==> src/rtl/fb_pkg.sv <==
// Framebuffer shared definitions.
// Holds the frame geometry (pixels per 320x240 frame, framebuffer address
// width) and the write-FSM state type. The frame swap controller and the
// address generator both use it.
package fb_pkg;

  localparam int NUM_PIXELS = 76800;
  localparam int ADDR_W     = 17;

  typedef enum logic [1:0] {
    WAIT_SOP = 2'd0,
    WRITE    = 2'd1,
    FULL     = 2'd2
  } wr_state_t;

endpackage

==> src/rtl/frame_swap_ctrl.sv <==
// Double-buffered framebuffer write/swap controller.
// Accepts pixel beats from the effect pipeline, writes each frame
// sequentially into the back bank, and holds the finished frame until the
// scan-out reports end of frame. At that point it swaps the banks, so the
// display only ever changes bank between frames.
//
// Ports:
//   clk_25_vga     - system clock
//   resend         - synchronous active-high reset
//   wr_valid       - pixel beat from the effect pipeline
//   wr_sop         - beat is the first pixel of a frame (qualified by wr_valid)
//   wr_ready       - controller accepts a beat
//   wr_en          - framebuffer write strobe (combinational, zero latency)
//   wr_address     - framebuffer write address
//   wr_bank        - bank being written (always the inverse of rd_bank)
//   vga_start_out  - scan-out start-of-frame pulse (status only, unused here)
//   vga_end_out    - scan-out end-of-frame pulse
//   rd_bank        - bank being scanned out
//   swap_pulse     - one-cycle strobe following a bank swap
//   frames_dropped - saturating count of writer frames aborted by a new sop
module frame_swap_ctrl #(
  parameter int NUM_PIXELS = fb_pkg::NUM_PIXELS,
  parameter int ADDR_W     = fb_pkg::ADDR_W,
  parameter int DROP_W     = 8
) (
  input  logic              clk_25_vga,
  input  logic              resend,
  input  logic              wr_valid,
  input  logic              wr_sop,
  output logic              wr_ready,
  output logic              wr_en,
  output logic [ADDR_W-1:0] wr_address,
  output logic              wr_bank,
  input  logic              vga_start_out,
  input  logic              vga_end_out,
  output logic              rd_bank,
  output logic              swap_pulse,
  output logic [DROP_W-1:0] frames_dropped
);

  localparam logic [ADDR_W-1:0] LAST_ADDR = ADDR_W'(NUM_PIXELS - 1);

  function automatic logic [DROP_W-1:0] sat_inc(input logic [DROP_W-1:0] v);
    return (&v) ? v : v + DROP_W'(1);
  endfunction

  fb_pkg::wr_state_t state, state_nxt;
  logic [ADDR_W-1:0] cnt, cnt_nxt;
  logic              accept;
  logic              swap;
  logic              restart;

  // Start-of-frame from scan-out is reserved for status reporting.
  logic unused_start;
  assign unused_start = vga_start_out;

  // A single bank register makes the two banks disjoint by construction.
  assign wr_bank = ~rd_bank;

  always_comb begin
    state_nxt  = state;
    cnt_nxt    = cnt;
    wr_ready   = 1'b0;
    accept     = 1'b0;
    wr_en      = 1'b0;
    wr_address = '0;
    swap       = 1'b0;
    restart    = 1'b0;
    if (!resend) begin
      wr_ready = (state != fb_pkg::FULL);
      accept   = wr_valid & wr_ready;
      case (state)
        fb_pkg::WAIT_SOP: begin
          // Beats before the first sop are discarded.
          if (accept && wr_sop) wr_en = 1'b1;
        end
        fb_pkg::WRITE: begin
          if (accept) begin
            wr_en      = 1'b1;
            wr_address = wr_sop ? '0 : cnt;
            restart    = wr_sop;
          end
        end
        fb_pkg::FULL: begin
          if (vga_end_out) begin
            swap      = 1'b1;
            state_nxt = fb_pkg::WAIT_SOP;
          end
        end
        default: state_nxt = fb_pkg::WAIT_SOP;
      endcase
      if (wr_en) begin
        cnt_nxt   = wr_address + ADDR_W'(1);
        state_nxt = fb_pkg::WRITE;
        // Last pixel: park in FULL, or swap straight away if scan-out is
        // finishing its frame on this very edge.
        if (wr_address == LAST_ADDR) begin
          cnt_nxt = '0;
          if (vga_end_out) begin
            swap      = 1'b1;
            state_nxt = fb_pkg::WAIT_SOP;
          end else begin
            state_nxt = fb_pkg::FULL;
          end
        end
      end
    end
  end

  always_ff @(posedge clk_25_vga) begin
    if (resend) begin
      state          <= fb_pkg::WAIT_SOP;
      cnt            <= '0;
      rd_bank        <= 1'b0;
      swap_pulse     <= 1'b0;
      frames_dropped <= '0;
    end else begin
      state      <= state_nxt;
      cnt        <= cnt_nxt;
      rd_bank    <= rd_bank ^ swap;
      swap_pulse <= swap;
      if (restart) frames_dropped <= sat_inc(frames_dropped);
    end
  end

endmodule

==> config.mk <==
export PLATFORM = sky130hd
export DESIGN_NAME = frame_swap_ctrl
export DESIGN_NICKNAME = d
export VERILOG_FILES = /design/src/rtl/fb_pkg.sv /design/src/rtl/frame_swap_ctrl.sv
export SDC_FILE = /design/constraint.sdc
export NUM_CORES = 1
export LEC_CHECK = 0
export BUFFER_PORTS_ARGS = -buffer_cell sky130_fd_sc_hd__buf_2
export CAP_MARGIN = 20
export CELL_PAD_IN_SITES_DETAIL_PLACEMENT = 1
export CELL_PAD_IN_SITES_GLOBAL_PLACEMENT = 2
export CORE_AREA = 2 2 77 79
export DETAILED_ROUTE_END_ITERATION = 10
export DIE_AREA = 0 0 79 81
export GPL_ROUTABILITY_DRIVEN = 0
export PLACE_DENSITY = 0.84
export REMOVE_ABC_BUFFERS = 1
export SLEW_MARGIN = 20
export SYNTH_ARGS = -nofsm -noshare
export SYNTH_HDL_FRONTEND = slang
export SYNTH_SLANG_ARGS = --single-unit
==> constraint.sdc <==
create_clock -name clk_25_vga -period 2.7 [get_ports clk_25_vga]
set_clock_uncertainty 0.2 [all_clocks]
set_input_delay 0.405 -clock clk_25_vga [delete_from_list [all_inputs] [get_ports clk_25_vga]]
set_output_delay 0.405 -clock clk_25_vga [all_outputs]
set_load 0.05 [all_outputs]
* Word level (Yosys, flattened, before mapping) *
Index checks and enable logic that the tools add are counted.

cells by class
  add/sub/neg operators = 2
  equal/unequal tests = 6
  muxes and demuxes = 26
  bitwise gates (word level) = 4
  reduce and logical (&&, ||, !) cells = 6

operators by type and width
  operator               count
  $mux 17                6
  $add 17x1->17 const B  1
  $eq 17x17->1 const B   1
  $mux 1                 14
  $add 8x1->8 const B    1
  $mux 2                 4
  $reduce_and 8->1       1
  $pmux 2 s2             1
  $reduce_and 2->1       2
  $ne 3x3->1 const B     1
  $eq 2x1->1 const B     1
  $eq 2x2->1 const B     1
  $logic_not 2->1        1
  $ne 2x1->1 const B     1
  $ne 2x2->1 const B     1
  $not 1->1              2
  $pmux 1 s2             1
  $reduce_or 2->1        1
  $and 1x1->1            1
  $logic_and 1x1->1      1
  $xor 1x1->1            1

storage, ports and cells
  register bits = 29
  bits of input ports = 6
  output and inout bits = 30
  word-level logic and storage cells = 49

* Depth between registers and ports, before layout *
  depth in word-level cells = 10
  mapped depth = 10
  depth with buffers taken out = 8

* Worst setup path before layout *
Ideal clock, no wire load.

  path type = input -> register
  from = input wr_sop
  to = register cnt[5]
  library setup time = 117 ps
  data arrival time = 2176 ps
  required time = 2383 ps
  path slack = 207 ps
  stages = 10
  buffers on the path = 2
  path through = and4bb_1 -> buf_2 -> and2_1 -> ha_1 -> and4_1 -> nand2_1 -> o31a_1 -> buf_6 -> a21o_1 -> a22o_1

on the way
  cells in the longest elaborated chain, start to end = 6
  elaborated cells between the ends (all ways) = 11
  those cells by class = add/sub: 1; eq/ne: 1; mux: 8; reduce/logical: 1

RTL lines
  item                                                  RTL line                                      source
  from (decl)                                           frame_swap_ctrl.sv:29                         input logic wr_sop,
  $mux 17                                               frame_swap_ctrl.sv:80                         wr_address = wr_sop ? '0 : cnt;
  $mux 17                                               frame_swap_ctrl.sv:78                         if (accept) begin
  $mux 17                                               frame_swap_ctrl.sv:72                         case (state)
  $mux 17                                               frame_swap_ctrl.sv:69                         if (!resend) begin
  $add 17x1->17 / $eq 17x17->1 (equally long branches)  frame_swap_ctrl.sv:93, frame_swap_ctrl.sv:97
  $mux 17                                               frame_swap_ctrl.sv:97                         if (wr_address == LAST_ADDR) begin
  to (signal assigned)                                  frame_swap_ctrl.sv:119                        cnt <= cnt_nxt;
  to (decl)                                             frame_swap_ctrl.sv:48                         logic [ADDR_W-1:0] cnt, cnt_nxt;

Parallel ways exist; a longest one is shown, timed or not. The select of a mux whose other input is x is not followed.
A chain may end at the register's enable or synchronous reset.

* Final worst setup path *
  from = register state[0]
  to = register cnt[16]

on the way
  cells in the longest elaborated chain, start to end = 7
  elaborated cells between the ends (all ways) = 15
  those cells by class = add/sub: 1; eq/ne: 3; mux: 8; bitwise: 1; reduce/logical: 2

RTL lines
  item                                                  RTL line                                      source
  from (decl)                                           frame_swap_ctrl.sv:47                         fb_pkg::wr_state_t state, state_nxt;
  from (signal assigned)                                frame_swap_ctrl.sv:112                        state <= fb_pkg::WAIT_SOP;
  from (signal assigned)                                frame_swap_ctrl.sv:118                        state <= state_nxt;
  $ne 2x2->1                                            frame_swap_ctrl.sv:70                         wr_ready = (state != fb_pkg::FULL);
  $and 1x1->1                                           frame_swap_ctrl.sv:71                         accept = wr_valid & wr_ready;
  $mux 17                                               frame_swap_ctrl.sv:78
  $mux 17                                               frame_swap_ctrl.sv:72
  $mux 17                                               frame_swap_ctrl.sv:69
  $add 17x1->17 / $eq 17x17->1 (equally long branches)  frame_swap_ctrl.sv:93, frame_swap_ctrl.sv:97
  $mux 17                                               frame_swap_ctrl.sv:97

Parallel ways exist; a longest one is shown, timed or not. The select of a mux whose other input is x is not followed.

==> flow_summary.yaml <==
outcome:
  status: "finished, final reports clean"
place:
  dp_slack_ns: 0.05337
  dp_hpwl_um: 3339
  port-buffer-count: 34
  dp.cells: 318
clocking:
  hold_buffers: 0
  cts_root_buf: "clkbuf_8"
  post_cts_resized: 0
  clock_latency_ns: 0.28
  post-cts-setup-buffers: 0
  path_clk_slew_ns: 0.06
  htreeDepth: 2
  cts_sinks: 29
  cts-buffers-inserted: 5
  cts_tree: "yes"
  clockBufferDepth: 2
floorplanning:
  io_pins: 36
  die_area_sq_um: 6399
  core_area_sq_um: 5675
  die_height_um: 81
  die_w_um: 79
  rows: 28
  start_util_pct: 29.41
power:
  power.density_nw_per_um2: 415.8
  leakagePower_nw: 0.7935
  vdd_ir_drop_max_mv: 0.1413
  report.power.total_mw: 0.8366
detailed_routing:
  wl_per_cell_um: 14.07
  num_vias: 1688
  dr.pass1.iters: 4
  wirelength_um: 4586
  drc_errors: 0
  antenna_left: 0
  vias_per_cell: 5.178
  drt_iter0_markers: 50
run:
  maxCapViolations: 0
timing:
  finalCritPeriodShare_pct: 92.18
  maxSlewHeadroom_pct: 53.56
  worst_slew_pin_slew_ns: 0.6940
  fin_ws_ns: 0.2111
  rsz0062_at_grt: "false"
  fin_tns_setup_ns: 0
  hold_viol_final: 0
  period_needed_ns: 2.489
  max_freq_mhz: 401.8
  slew_violations: 0
  setup_viol: 0
  worst_hold_slack_ns: 0.1267
setup_path:
  crit_type: "register to register"
  reg2reg_setup_slack_ns: 0.21
  crit_arrival_ns: 2.46
  startpoint_type: "register"
  path_max_fanout: 7
  cp.required_ns: 2.67
  critPathCaptureType: "register"
cells_and_area:
  final_common_cell: "buf_2"
  n_antenna_cell: 0
  seqCellArea_sq_um: 580.6
  drive_gt1_share_pct: 22.71
  multiInputGateArea_sq_um: 989.7
  layoutNonFillerInstCount: 326
  n_fill_cell: 731
  nNetsFinal: 258
  most-common-layout-cells: "34 x buf_2, 29 x dfxtp_1, 24 x nor2_1"
  syn_to_final_growth_pct: 20.54
grt:
  antenna_found_initial: 0
  gr-usage-all-layers_pct: 14.81
  grt_pass1_wl_um: 7403
  grt_max_degree: 32
  grt_pass1_vias: 1594
  grt_overflow: 0
worst_hold_path:
  hold_class: "input port to register"
synth:
  synthDistinctLibCells: 53
  netlist_instances: 211
  synth_ff_type: "dfxtp_1"
  syn_area_sq_um: 1669
  async_reset_ff_share_pct: 0
  yosys_warnings: 0
  syn_avg_cell_area_sq_um: 7.910
  ys_ff_latch: 29
  synth_edf_count: 0
  ys_seq_area_share_pct: 34.78
power by group:
part           internal [mW]  leakage, nW  switching, mW
sequential             0.430        0.234        0.00291
clock                  0.183       0.0395          0.166
combinational         0.0163        0.520         0.0383
total                  0.629        0.794          0.207
path summary, 6_finish.rpt:
path | from | cells after the start | end
max reg2reg | state[0] | 7 | cnt[16]
min reg2reg | cnt[0] | 2 | cnt[0]
max | state[0] | 7 | cnt[16]
min | vga_end_out | 2 | state[1]
per-layer routing:
| layer | up-vias | GRT usage [%] | wire (um) | share of wire [%] |
|---|---|---|---|---|
| li1 | 842 | - | - | - |
| met1 | 818 | 18.22 | 2220 | 48 |
| met2 | 20 | 25.08 | 2147 | 47 |
| met3 | 8 | 2.778 | 120 | 2.6 |
| met4 | 0 | 6.897 | 97 | 2.1 |
| met5 | - | 0 | 0 | 0 |
flip-flops by register name, indices dropped and copies added (netlist names):
name            flops
cnt                17
rd_bank             1
frames_dropped      8
swap_pulse          1
state               2
cells by family (layout without fill, tap and decap cells):
kind of cell | count (synthesis) | count (layout) | synth area share (%)
AO/OA/AOI/OAI | 43 | 43 | 17.32
XOR/XNOR | 6 | 6 | 3.148
adder cells (fa/ha/maj) | 2 | 2 | 1.499
buffers and inverters | 18 | 58 | 5.921
flip-flops | 29 | 29 | 34.78
multiplexers | 1 | 1 | 0.5997
AND/OR/NAND/NOR | 112 | 112 | 36.73
metrics by stage:
step	util, %	cell area (sq um)
after floorplan	-	1593
after global placement	34.04	1932
after detailed placement	34.04	1932
after CTS	35.45	2012
after global routing	35.45	2012
final	35.45	2012
Yosys cell counts (all sizes together), types with 4 or more instances:
cell	instances	share of area, %
nand4	5	2.2
inv	6	1.3
and2	14	5.3
nand3	15	4.8
nand2	18	4.0
a21oi	12	3.6
nor4	4	1.5
o211ai	5	2.5
o21ai	8	2.4
xnor2	5	2.6
nor3	12	3.6
clkbuf	5	1.1
dfxtp	29	35
buf	7	3.4
nor2	24	5.4
area by class of cell:
type,count,share of cell area (%)
repair buffers,44,12.19
flip-flops and latches,29,28.86
well taps,75,4.664
inverters,6,1.119
multi-input cells,164,49.19
clock buffers,8,3.980
worst max-delay path: stages (launching register included):
cell and delay (ns):
dfxtp_1 0.42, and4bb_1 0.29, and2_1 0.18, ha_1 0.23, nand3_1 0.14, or4_4 0.56
o311ai_1 0.27, nand2_1 0.07
Power figures use the tool's default switching activity.
